$ cat config.mk
export PLATFORM = sky130hd
export DESIGN_NAME = read_pointer
export DESIGN_NICKNAME = d
export VERILOG_FILES = /design/src/rtl/fifo_pkg.sv /design/src/rtl/read_pointer_valid_pipe.sv /design/src/rtl/read_pointer.sv
export SDC_FILE = /design/constraint.sdc
export NUM_CORES = 1
export LEC_CHECK = 0
export ABC_AREA = 1
export BUFFER_PORTS_ARGS = -buffer_cell sky130_fd_sc_hd__buf_2
export CORE_MARGIN = 1.5
export CORE_UTILIZATION = 33
export DETAILED_ROUTE_END_ITERATION = 6
export GPL_TIMING_DRIVEN = 0
export REMOVE_ABC_BUFFERS = 1
export SETUP_SLACK_MARGIN = 0.4
export SLEW_MARGIN = 20
export SYNTH_ARGS = -nofsm -noshare
export SYNTH_HDL_FRONTEND = slang
export SYNTH_SLANG_ARGS = --single-unit
export TNS_END_PERCENT = 1
$ cat constraint.sdc
create_clock -name CLK -period 2.1 [get_ports CLK]
set_clock_uncertainty 0.15 [all_clocks]
set_input_delay 0.105 -clock CLK [delete_from_list [all_inputs] [get_ports CLK]]
set_output_delay 0.105 -clock CLK [all_outputs]
set_load 0.01 [all_outputs]
$ cat src/rtl/fifo_pkg.sv
// fifo_pkg: geometry and pointer type shared by the FIFO read- and write-pointer blocks
package fifo_pkg;
    localparam int ADDR_W = 8;
    localparam int DEPTH  = 2 ** ADDR_W;
    localparam int PTR_W  = ADDR_W + 1;
    typedef logic [PTR_W-1:0] ptr_t;
endpackage

$ cat src/rtl/read_pointer_valid_pipe.sv
// valid_pipe: LAT-stage shift register aligning a read enable to RAM data; LAT=0 passes straight through
module valid_pipe #(
    parameter int LAT = 1
) (
    input  logic CLK,
    input  logic RST,
    input  logic i_d,
    output logic o_q
);
    if (LAT == 0) begin : g_pass
        assign o_q = i_d;
    end else begin : g_pipe
        logic [LAT-1:0] r_sr;
        // Reset flushes in-flight reads so no stale strobe leaks out after release
        always_ff @(posedge CLK or negedge RST)
            if (!RST) r_sr <= '0;
            else      r_sr <= (r_sr << 1) | LAT'(i_d);
        assign o_q = r_sr[LAT-1];
    end
endmodule

$ cat src/rtl/read_pointer.sv
// read_pointer: read-side pointer, status flags, fill count and data-valid strobe of the single-clock FIFO
module read_pointer
    import fifo_pkg::*;
#(
    parameter int MEM_LAT   = 1,
    parameter int AE_THRESH = 4,
    parameter int AF_THRESH = 4
) (
    input  logic             CLK,
    input  logic             RST,
    input  logic             RD_EN,
    input  logic             CLR_ERR,
    input  logic [PTR_W-1:0] WR_PTR,
    output logic [PTR_W-1:0] RD_PTR,
    output logic             RE,
    output logic             Empty,
    output logic             Full,
    output logic             Almost_Empty,
    output logic             Almost_Full,
    output logic [PTR_W-1:0] Fill_Count,
    output logic             RD_VALID,
    output logic             Underflow
);
    ptr_t r_rd_ptr;
    logic r_underflow;
    ptr_t w_fill;
    logic w_empty;
    logic w_re;

    assign w_fill  = WR_PTR - r_rd_ptr;
    assign w_empty = WR_PTR == r_rd_ptr;
    assign w_re    = RD_EN & ~w_empty;

    // Pointer advances on each granted read; the MSB toggles on every wrap of the address
    always_ff @(posedge CLK or negedge RST)
        if (!RST)      r_rd_ptr <= '0;
        else if (w_re) r_rd_ptr <= r_rd_ptr + 1'b1;

    // Sticky underflow; a new underflow outranks a clear in the same cycle
    always_ff @(posedge CLK or negedge RST)
        if (!RST) r_underflow <= 1'b0;
        else      r_underflow <= (RD_EN & w_empty) | (r_underflow & ~CLR_ERR);

    valid_pipe #(.LAT(MEM_LAT)) u_valid_pipe (
        .CLK (CLK),
        .RST (RST),
        .i_d (w_re),
        .o_q (RD_VALID)
    );

    assign RD_PTR       = r_rd_ptr;
    assign RE           = w_re;
    assign Empty        = w_empty;
    assign Full         = (WR_PTR[ADDR_W] != r_rd_ptr[ADDR_W]) && (WR_PTR[ADDR_W-1:0] == r_rd_ptr[ADDR_W-1:0]);
    assign Almost_Empty = w_fill <= PTR_W'(AE_THRESH);
    assign Almost_Full  = w_fill >= PTR_W'(DEPTH - AF_THRESH);
    assign Fill_Count   = w_fill;
    assign Underflow    = r_underflow;
endmodule

==> results.txt <==
----------------------------------------------------
[Place]
  Count of input and output buffers ... 37
  Routability-driven placement congestion ratio ... 0.813
  Placed Instance Area ... 0.00135 mm²
  Post-detailed-placement half-perimeter wirelength ... 2020 µm

[STA]
  Number of hold violations in the final report ... 0
  Sum of negative setup slack ... -793 ps
  Remaining max-slew budget at the tightest pin ... 82.6%
  RSZ-0062 raised after global routing ... true
  Worst slack on hold paths ... 88.7 ps
  Final-report setup violation count ... 5
  F_max ... 436 MHz
  Share of the cycle needed by the critical path after routing ... 109%
  Transition at the pin with the smallest max-transition slack ... 260 ps
  Max Transition Viols Final ... 0
  Crit path time final ... 2300 ps
  Setup ws final ... -196 ps

[Routing]
  Routed length on met1 ... 1220 µm
  Violation count after the first detailed-route iteration ... 18
  Via count of the routed design ... 1,204
  Final WL ... 2630 µm
  DRC errors left ... 0
  Post-detailed-route count of antenna-violating nets ... 0
  Max layer used ... met4
  Sum of met3 wire segment lengths after detailed routing ... 85 µm
  Wire length per cell after detailed routing ... 9.62 µm
  Vias/cell ... 4.41
  First-pass iteration count of the detailed router ... 4
  Met2 routed WL ... 1310 µm

[Floorplanning]
  Standard-cell row count ... 21
  Die extent in x ... 61.4 µm
  Die Span Y ... 61.4 µm
  I/O Pins ... 38
  Area of the die ... 0.00376 mm²
  Starting density of the core ... 33.9%
  Area of the core ... 0.00331 mm²

[Synth]
  Biggest area consumer among synthesized cells ... dfrtp_1
  Post-synthesis cell count ... 177
  Seq/Total Area, Yosys ... 24.5%
  Number of different library cells in the post-synthesis netlist ... 23
  Avg Inst Size Synth ... 6.35 µm²
  Number of storage elements in the synthesis netlist ... 11
  Yosys synthesis warning count ... 0
  Area share of the leading cell type in the synthesized netlist ... 24.5%
  Cell area after synthesis ... 0.00112 mm²
  Area contributors post-synth ... dfrtp_1 (24%), nand2_1 (21%), inv_1 (12%)

[Clock tree]
  Clk pin slew, worst setup/hold paths ... 70 ps
  Clock insertion delay at the later pin of the skew report ... 260 ps
  CTS tree ... done
  # clock sinks ... 11
  Root cell of the clock tree ... clkbuf_4
  Number of buffers between clock root and the deepest sink ... 2
  H-Tree Level Count ... 1
  TritonCTS buffer count ... 3

[Worst setup path]
  Signal arrival time at the worst endpoint ... 2040 ps
  Critical path capture point type ... output pin
  Category of the critical setup timing path ... reg2out
  WP data required ... 1850 ps
  Crit-path max FO ... 3
  Worst Setup Start Kind ... register

[Status]
  Outcome ... finished, violations left
  Violations in the final reports ... negative setup slack

[Global routing]
  Global-route usage over all layers ... 15.5%
  Total global routing overflow ... 0
  Pin count of the biggest net entering global routing ... 13
  Number of global-route vias before repair ... 1,082
  Antenna violations before repair ... 0
  Wire length of the first global-routing pass ... 4370 µm

[Power]
  Static leakage power ... 0.918 nW
  Worst voltage drop across the vdd grid ... 0.569 mV
  Power per Cell Area ... 1030 mW/mm²

[Layout]
  Number of nets in the layout ... 251
  Most common library cell in the layout ignoring fill and taps ... nand2_1
  Fraction of layout cells with a size suffix above 1 ... 41.4%
  Cell area after layout ... 0.00166 mm²
  Most used cells in the layout excluding fill and tap cells ... nand2_1 (53), buf_2 (36), inv_1 (29)
  Share of the core filled with cells ... 50.2%
  Antenna diode count ... 0
  Area Growth Syn to Fin ... 48.0%

[Flow run]
  MaxCap Viol Count ... 0

[Hold path]
  Path type of the worst min-delay path ... in2async

----------------------------------------------------
## sequential cells by signal, summed over array words and instances (netlist names)
register          cells
u_valid_pipe.o_q      1
RD_PTR                9
Underflow             1
## report_power, final
group	leakage (nW)	internal [W]	switching (W)
clock	0.0150	0.0000734	0.0000706
sequential	0.140	0.000264	0.0000564
combinational	0.763	0.000562	0.000690
## synth_stat cells (all sizes together)
master  number
a21oi        4
or2          2
xnor2        3
nand3       16
o21ai        3
nand3b       2
inv         38
fa           1
nor3         2
ha           9
nand4        2
nor2        10
buf          2
nand2       66
dfrtp       11
xor2         6
## kinds of logic (layout without fill, tap and decap cells)
group / after synthesis / in the layout / synth area share (%)
adders and majority gates: 10 / 10 / 11.8
buffers and inverters: 40 / 90 / 14.5
and+or+nand+nor: 100 / 100 / 38.8
xor gates and xnor gates: 9 / 9 / 7.02
DFF: 11 / 11 / 24.5
AOI/OAI and AO/OA: 7 / 7 / 3.45
## routing by layer
| metal | vias up | track usage (%) |
|---|---|---|
| li1 | 637 | - |
| met1 | 545 | 19.7 |
| met2 | 20 | 27.1 |
| met3 | 2 | 0.840 |
| met4 | 0 | 7.29 |
| met5 | - | 0 |
## through the flow
| step | worst slack (ps) | power, W | cells |
|---|---|---|---|
| finish | -196 | 0.00172 | 273 |
| global route | -363 | 0.00191 | 273 |
| CTS | -178 | 0.00157 | 271 |
| detailed placement | -108 | 0.00127 | 258 |
| global placement | -81.2 | 0.00126 | 258 |
| floorplan | 59.5 | 0.000990 | 175 |
## worst max-delay path: stages (launching register included)
cell	delay, ps
dfrtp_2	430
ha_4	170
fa_2	400
inv_2	70
nand2_2	60
nand2_4	70
nand3_2	60
nand2_2	100
nand3_1	90
nor2_1	100
nand2_1	50
nand2_1	50
buf_2	120
## timing repair
action,4_1_cts,5_1_grt
resized for setup,28,23
endpoints found under the setup margin,24,24
pin swaps,2,15
buffers inserted,6,2
gates cloned,0,0
hold buffers,3,0
hold endpoints to repair,12,0
## area by class of cell
cell class	count	area (µm²)
tap	46	57.6
fill	367	1650
inverter	38	150
multi-input combinational	126	868
timing repair buffer	48	282
sequential	11	279
clock buffer	4	26.3
## path summary, 6_finish.rpt
kind / cells after the start / startpoint / slack [ps] / end
min reg2reg: 2 / Underflow$_DFF_PN0_ / 370 / Underflow$_DFF_PN0_
min in group CLK: 6 / WR_PTR[8] / 340 / Underflow$_DFF_PN0_
max in group asynchronous: 2 / RST / 1480 / RD_PTR[2]$_DFFE_PN0P_
max: 12 / RD_PTR[0]$_DFFE_PN0P_ / -200 / Almost_Full
min: 2 / RST / 90 / RD_PTR[8]$_DFFE_PN0P_
max reg2reg: 10 / RD_PTR[5]$_DFFE_PN0P_ / 230 / RD_PTR[5]$_DFFE_PN0P_
Power figures use the tool's default switching activity.
